**config.mk**
```make
export PLATFORM = sky130hd
export DESIGN_NAME = ibfu_dif
export DESIGN_NICKNAME = d
export VERILOG_FILES = /design/src/rtl/ibfu_dif_pkg.sv /design/src/rtl/ibfu_dif_cmul_conj_wide.sv /design/src/rtl/ibfu_dif.sv
export SDC_FILE = /design/constraint.sdc
export NUM_CORES = 2
export LEC_CHECK = 0
export BUFFER_PORTS_ARGS = -buffer_cell sky130_fd_sc_hd__buf_2
export CAP_MARGIN = 20
export CORE_ASPECT_RATIO = 1.1
export CORE_MARGIN = 8
export CORE_UTILIZATION = 55
export DETAILED_ROUTE_END_ITERATION = 8
export PLACE_DENSITY_LB_ADDON = 0.05
export SLEW_MARGIN = 20
export SYNTH_ARGS = -nofsm -noshare
export SYNTH_HDL_FRONTEND = slang
export SYNTH_HIERARCHICAL = 1
export SYNTH_SLANG_ARGS = --single-unit
```
**constraint.sdc**
```tcl
create_clock -name clk -period 9.15 [get_ports clk]
set_clock_uncertainty 0.2 [all_clocks]
set_input_delay 0.4575 -clock clk [delete_from_list [all_inputs] [get_ports clk]]
set_output_delay 0.4575 -clock clk [all_outputs]
set_load 0.05 [all_outputs]
```
**src/rtl/ibfu_dif_pkg.sv**
```systemverilog
// Shared fixed-point types and the round/saturate helper for the IFFT butterfly.
package ibfu_dif_pkg;

  localparam int FP_BITS   = 16;
  localparam int FRAC_BITS = 14;
  localparam int WIDE_BITS = FP_BITS + 1;
  localparam int PROD_BITS = 2 * FP_BITS + 2;

  typedef struct packed {
    logic signed [FP_BITS-1:0] r;
    logic signed [FP_BITS-1:0] i;
  } complex_t;

  // One guard bit per component so sums, differences and -W.i are exact.
  typedef struct packed {
    logic signed [WIDE_BITS-1:0] r;
    logic signed [WIDE_BITS-1:0] i;
  } complex_wide_t;

  typedef struct packed {
    logic signed [FP_BITS-1:0] value;
    logic                      sat;
  } sat_result_t;

  localparam logic signed [PROD_BITS:0] SAT_HI = (PROD_BITS+1)'(2**(FP_BITS-1) - 1);
  localparam logic signed [PROD_BITS:0] SAT_LO = (PROD_BITS+1)'(-(2**(FP_BITS-1)));
  localparam logic signed [FP_BITS-1:0] OUT_HI = {1'b0, {(FP_BITS-1){1'b1}}};
  localparam logic signed [FP_BITS-1:0] OUT_LO = {1'b1, {(FP_BITS-1){1'b0}}};

  // Round half up by 2^shift, then clamp to the FP_BITS signed range.
  // One extra bit of headroom keeps the rounding add from wrapping.
  function automatic sat_result_t sat_round(input logic signed [PROD_BITS-1:0] value,
                                            input logic [5:0]                  shift);
    logic signed [PROD_BITS:0] ext;
    logic signed [PROD_BITS:0] rnd;
    logic signed [PROD_BITS:0] shifted;
    sat_result_t               res;
    ext = {value[PROD_BITS-1], value};
    rnd = '0;
    if (shift != 6'd0) begin
      rnd[shift - 6'd1] = 1'b1;
    end
    shifted   = (ext + rnd) >>> shift;
    res.value = shifted[FP_BITS-1:0];
    res.sat   = 1'b0;
    if (shifted > SAT_HI) begin
      res.value = OUT_HI;
      res.sat   = 1'b1;
    end else if (shifted < SAT_LO) begin
      res.value = OUT_LO;
      res.sat   = 1'b1;
    end
    return res;
  endfunction

endpackage

```
**src/rtl/ibfu_dif_cmul_conj_wide.sv**
```systemverilog
// Registered wide complex multiply of diff by an already-conjugated twiddle.
module ibfu_dif_cmul_conj_wide
  import ibfu_dif_pkg::*;
(
  input  logic                        clk,
  input  logic                        rst,
  input  logic                        en,
  input  complex_wide_t               diff,
  input  complex_wide_t               wc,
  output logic signed [PROD_BITS-1:0] pr,
  output logic signed [PROD_BITS-1:0] pi
);

  logic signed [PROD_BITS-1:0] rr_prod;
  logic signed [PROD_BITS-1:0] ii_prod;
  logic signed [PROD_BITS-1:0] ri_prod;
  logic signed [PROD_BITS-1:0] ir_prod;
  logic signed [PROD_BITS-1:0] pr_next;
  logic signed [PROD_BITS-1:0] pi_next;
  logic signed [PROD_BITS-1:0] pr_reg;
  logic signed [PROD_BITS-1:0] pi_reg;

  // Operands are sign-extended before multiplying so no partial product wraps.
  assign rr_prod = PROD_BITS'(diff.r) * PROD_BITS'(wc.r);
  assign ii_prod = PROD_BITS'(diff.i) * PROD_BITS'(wc.i);
  assign ri_prod = PROD_BITS'(diff.r) * PROD_BITS'(wc.i);
  assign ir_prod = PROD_BITS'(diff.i) * PROD_BITS'(wc.r);
  assign pr_next = rr_prod - ii_prod;
  assign pi_next = ri_prod + ir_prod;

  // Product register, advancing only with the pipeline.
  always_ff @(posedge clk) begin
    if (rst) begin
      pr_reg <= '0;
      pi_reg <= '0;
    end else if (en) begin
      pr_reg <= pr_next;
      pi_reg <= pi_next;
    end
  end

  assign pr = pr_reg;
  assign pi = pi_reg;

endmodule

```
**src/rtl/ibfu_dif.sv**
```systemverilog
// Inverse DIF radix-2 butterfly: A' = A + B, B' = (A - B) * conj(W), 4-stage
// pipeline under a single global stall, with sticky saturation flag.
module ibfu_dif
  import ibfu_dif_pkg::*;
#(
  parameter logic SCALE_DEFAULT = 1'b1
) (
  input  logic     clk,
  input  logic     rst,
  input  logic     in_valid,
  output logic     in_ready,
  input  complex_t A_in,
  input  complex_t B_in,
  input  complex_t W_in,
  input  logic     scale_en,
  output logic     out_valid,
  input  logic     out_ready,
  output complex_t A_out,
  output complex_t B_out,
  output logic     ovf,
  input  logic     ovf_clr
);

  logic adv;

  logic          s1_valid_reg;
  complex_t      s1_a_reg;
  complex_t      s1_b_reg;
  complex_t      s1_w_reg;
  logic          s1_scale_reg;

  complex_wide_t s2_sum_next;
  complex_wide_t s2_diff_next;
  complex_wide_t s2_wc_next;
  logic          s2_valid_reg;
  complex_wide_t s2_sum_reg;
  complex_wide_t s2_diff_reg;
  complex_wide_t s2_wc_reg;
  logic          s2_scale_reg;

  logic          s3_valid_reg;
  complex_wide_t s3_sum_reg;
  logic          s3_scale_reg;
  logic signed [PROD_BITS-1:0] s3_pr;
  logic signed [PROD_BITS-1:0] s3_pi;

  sat_result_t   a_r_sat;
  sat_result_t   a_i_sat;
  sat_result_t   b_r_sat;
  sat_result_t   b_i_sat;
  logic          any_sat;

  logic          out_valid_reg;
  complex_t      a_out_reg;
  complex_t      b_out_reg;
  logic          ovf_reg;

  // A held result blocks every stage; out_ready is meaningless without a result.
  assign adv      = !out_valid_reg || out_ready;
  assign in_ready = adv;

  // Guard-bit sum/difference and exact conjugate of the twiddle.
  always_comb begin
    s2_sum_next.r  = WIDE_BITS'(s1_a_reg.r) + WIDE_BITS'(s1_b_reg.r);
    s2_sum_next.i  = WIDE_BITS'(s1_a_reg.i) + WIDE_BITS'(s1_b_reg.i);
    s2_diff_next.r = WIDE_BITS'(s1_a_reg.r) - WIDE_BITS'(s1_b_reg.r);
    s2_diff_next.i = WIDE_BITS'(s1_a_reg.i) - WIDE_BITS'(s1_b_reg.i);
    s2_wc_next.r   = WIDE_BITS'(s1_w_reg.r);
    s2_wc_next.i   = -WIDE_BITS'(s1_w_reg.i);
  end

  // Stages S1..S3 shift together; bubbles travel through with valid low.
  always_ff @(posedge clk) begin
    if (rst) begin
      s1_valid_reg <= 1'b0;
      s1_a_reg     <= '0;
      s1_b_reg     <= '0;
      s1_w_reg     <= '0;
      s1_scale_reg <= SCALE_DEFAULT;
      s2_valid_reg <= 1'b0;
      s2_sum_reg   <= '0;
      s2_diff_reg  <= '0;
      s2_wc_reg    <= '0;
      s2_scale_reg <= SCALE_DEFAULT;
      s3_valid_reg <= 1'b0;
      s3_sum_reg   <= '0;
      s3_scale_reg <= SCALE_DEFAULT;
    end else if (adv) begin
      s1_valid_reg <= in_valid;
      s1_a_reg     <= A_in;
      s1_b_reg     <= B_in;
      s1_w_reg     <= W_in;
      s1_scale_reg <= scale_en;
      s2_valid_reg <= s1_valid_reg;
      s2_sum_reg   <= s2_sum_next;
      s2_diff_reg  <= s2_diff_next;
      s2_wc_reg    <= s2_wc_next;
      s2_scale_reg <= s1_scale_reg;
      s3_valid_reg <= s2_valid_reg;
      s3_sum_reg   <= s2_sum_reg;
      s3_scale_reg <= s2_scale_reg;
    end
  end

  ibfu_dif_cmul_conj_wide u_cmul (
    .clk  (clk),
    .rst  (rst),
    .en   (adv),
    .diff (s2_diff_reg),
    .wc   (s2_wc_reg),
    .pr   (s3_pr),
    .pi   (s3_pi)
  );

  // Scaling folds into the rounding shift: one extra bit on both paths.
  always_comb begin
    a_r_sat = sat_round(PROD_BITS'(s3_sum_reg.r), {5'd0, s3_scale_reg});
    a_i_sat = sat_round(PROD_BITS'(s3_sum_reg.i), {5'd0, s3_scale_reg});
    b_r_sat = sat_round(s3_pr, 6'(FRAC_BITS) + {5'd0, s3_scale_reg});
    b_i_sat = sat_round(s3_pi, 6'(FRAC_BITS) + {5'd0, s3_scale_reg});
    any_sat = a_r_sat.sat || a_i_sat.sat || b_r_sat.sat || b_i_sat.sat;
  end

  // Output stage and sticky overflow; a set on the same edge beats a clear.
  always_ff @(posedge clk) begin
    if (rst) begin
      out_valid_reg <= 1'b0;
      a_out_reg     <= '0;
      b_out_reg     <= '0;
      ovf_reg       <= 1'b0;
    end else begin
      if (adv) begin
        out_valid_reg <= s3_valid_reg;
        a_out_reg.r   <= a_r_sat.value;
        a_out_reg.i   <= a_i_sat.value;
        b_out_reg.r   <= b_r_sat.value;
        b_out_reg.i   <= b_i_sat.value;
      end
      if (adv && s3_valid_reg && any_sat) begin
        ovf_reg <= 1'b1;
      end else if (ovf_clr) begin
        ovf_reg <= 1'b0;
      end
    end
  end

  assign out_valid = out_valid_reg;
  assign A_out     = a_out_reg;
  assign B_out     = b_out_reg;
  assign ovf       = ovf_reg;

endmodule
```
==> results.md <==
| Quantity | Reported |
|:---|:---|
| Result of the run | complete, no violations |
| Length of routed wiring on met1 | 70.0 mm |
| Post-DP HPWL | 142 mm |
| Mapped cell area | 0.0618 mm2 |
| Cell count after synthesis | 7054 |
| Signed area change from the synthesized netlist to the final layout | 7.72% |
| Number of buffers on the longest clock path | 3 |
| Vias per std cell | 5.43 |
| Vias post-DR | 47000 |
| Clock tree from TritonCTS | yes |
| Final critical path time including I/O delays and setup | 8.64 ns |
| Critical Path Fanout Max | 19 |
| TritonCTS Buffers | 37 |
| Die width | 336 um |
| Clk_lat worst skew | 0.59 ns |
| Chip Height | 368 um |
| Number of iterations in the first detailed-routing pass | 5 |
| Total wirelength of the detailed-routed design | 179 mm |
| Aggregate global-route resource usage | 0.300 |
| Arrival time of data at the critical path endpoint | 8.87 ns |
| Core Rows | 129 |
| Wire length of the first global-routing pass | 288 mm |
| Post-CTS Repair Setup Buffers | 0 |
| Starting density of the core | 0.552 |
| Crit path buffers/inverters | 6 |
| Kind of end point of the critical path | flop |
| Maximum number of pins on one net before global-route repair | 100 |
| Footprint of the flip-flops and latches | 0.00688 mm2 |
| Final cycle utilization of the critical path | 0.944 |
| Number of max-slew violations in the final report | 0 |
| Crit path depth | 25 |
| Fill cell count | 10200 |
| Worst min-delay path category | in2reg |
| Number of cells traversed by the worst register-to-register path | 25 |
| Kind of start point of the critical path | flop |
| Max Clock Freq | 116 MHz |
| Data required time of the worst path | 9.38 ns |
| Worst path most repeated cell | sky130_fd_sc_hd__fa_1 |
| Synthesized Nets | 8834 |
| First DRT Iteration DRCs | 2661 |
| Delay-heaviest family, CP | adder cells |
| Least-Margin Pin Slew | 1.11 ns |
| ANT nets after route | 0 |
| Worst hold slack | 0.137 ns |
| Mean instance size in the synthesized netlist | 8.76 um2 |
| Average wire length per cell after detail routing | 20.6 um |
| WS Path Type | reg2reg |
| Max H-tree Level | 2 |
| Worst reg2reg setup slack | 0.51 ns |
| Routability cong. | 0.945 |
| Unrepaired setup endpoints after global routing | false |
| Standard cell core area | 0.112 mm2 |
| Area of the multi-input gates | 0.0480 mm2 |
| Area of the die | 0.123 mm2 |
| Number of global-route vias before repair | 51500 |
| Number of nets in the layout | 8902 |
| I/O Buffers | 168 |
| Ys Warns | 6 |
| Number of hold-slack violations in the final timing report | 0 |
| Initial antenna violation count | 4 |
| Uppermost routed layer | met4 |
| Cell at the root of the clock tree | sky130_fd_sc_hd__clkbuf_16 |
| Endpoints failing setup | 0 |
| Number of top-level pins | 169 |
| Number of sinks driven by the clock tree | 343 |
| Highest-delay cell along the critical path | sky130_fd_sc_hd__fa_1 |
| Metal2 WL | 87.9 mm |
| Highest cell delay on the worst timing path | 1.08 ns |
| PostCTS Resize Cnt | 0 |
| Congestion Overflow GR | 0 |
| Fraction of layout cells with a size suffix above 1 | 0.0594 |
| Clock Pin Slew Worst Setup and Hold Paths | 0.07 ns |
| Routed wire length on met3 | 8.58 mm |
| Hold Path Depth | 5 |
| Worst rel slew slack | 0.259 |
| Total Neg Setup Slack | 0 ns |
| Cts hold-fix bufs | 98 |
| Number of max-cap violations | 0 |
| DRC violations left | 0 |
worst paths after layout:
kind / endpoint / from
worst max-delay path: u_cmul/pr[33] / s2_diff_reg[16]
worst min-delay path: ovf / ovf_clr
worst max register to register: u_cmul/pr[33] / s2_diff_reg[16]
worst min register to register: s2_wc_reg[31] / s1_w_reg[30]
final cells by class:
class / instances / area share
clock buffers: 50 / 0.0162
repair buffers: 415 / 0.0466
inverters: 1464 / 0.0827
multi-input cells: 4861 / 0.721
flip-flops and latches: 343 / 0.103
well taps: 1506 / 0.0283
diodes: 1 / 0.0000376
clock inverters: 17 / 0.00244
cells in the final DEF, fill, tap and decap left out, drive strengths merged, types with 14 or more instances in the layout:
cell and n:
o21ai 180, nand4 19, and2 569, nand3 71, buf 317, dfxtp 343
nor2 241, xor2 59, a211oi 55, clkbuf 50, mux2i 23, a211o 15
nor3 47, a21oi 340, nor4 14, fa 1314, ha 364, nor2b 53
a21o 25, or3 22, o211ai 18, clkinv 14, nand2 1028, nand2b 41
a31oi 25, xnor2 108, inv 1464, and3 27, dlygate4sd3 98, o22ai 29
metrics by stage:
stage / instances / instance area (um2) / util / worst slack [ns]
3_5_place_dp: 8491 / 64400 / 0.575 / 0.638
5_1_grt: 8656 / 66600 / 0.594 / 0.0755
2_1_floorplan: 7054 / 61800 / - / 1.34
4_1_cts: 8656 / 66600 / 0.594 / 0.620
3_3_place_gp: 8491 / 64300 / 0.574 / 0.750
6_report: 8657 / 66600 / 0.594 / 0.511
worst reg2reg max path, stage by stage (launching register included):
cell and delay (ns):
sky130_fd_sc_hd__dfxtp_1 0.62, sky130_fd_sc_hd__nand2_1 0.27, sky130_fd_sc_hd__inv_1 0.11, sky130_fd_sc_hd__fa_1 0.54, sky130_fd_sc_hd__inv_1 0.13, sky130_fd_sc_hd__fa_1 1.08
sky130_fd_sc_hd__inv_1 0.15, sky130_fd_sc_hd__fa_1 0.50, sky130_fd_sc_hd__fa_1 0.51, sky130_fd_sc_hd__inv_1 0.05, sky130_fd_sc_hd__fa_1 0.55, sky130_fd_sc_hd__fa_1 0.42
sky130_fd_sc_hd__fa_1 0.50, sky130_fd_sc_hd__inv_1 0.05, sky130_fd_sc_hd__fa_1 0.47, sky130_fd_sc_hd__inv_1 0.04, sky130_fd_sc_hd__ha_1 0.40, sky130_fd_sc_hd__nand4_1 0.17
sky130_fd_sc_hd__nor3_1 0.52, sky130_fd_sc_hd__nand2_1 0.11, sky130_fd_sc_hd__o22ai_1 0.26, sky130_fd_sc_hd__o21ai_0 0.24, sky130_fd_sc_hd__o21ai_1 0.28, sky130_fd_sc_hd__a21oi_1 0.13
sky130_fd_sc_hd__nand2_1 0.07, sky130_fd_sc_hd__o221ai_1 0.10
layer usage:
layer / track usage / vias to the layer above
met1: 0.369 / 24000
met4: 0.162 / 0
met2: 0.517 / 1342
met5: 0 / -
met3: 0.0317 / 344
li1: - / 21400
Power is not shown: default switching activity piles up to over one toggle a cycle in this logic, so the estimate is an artifact.
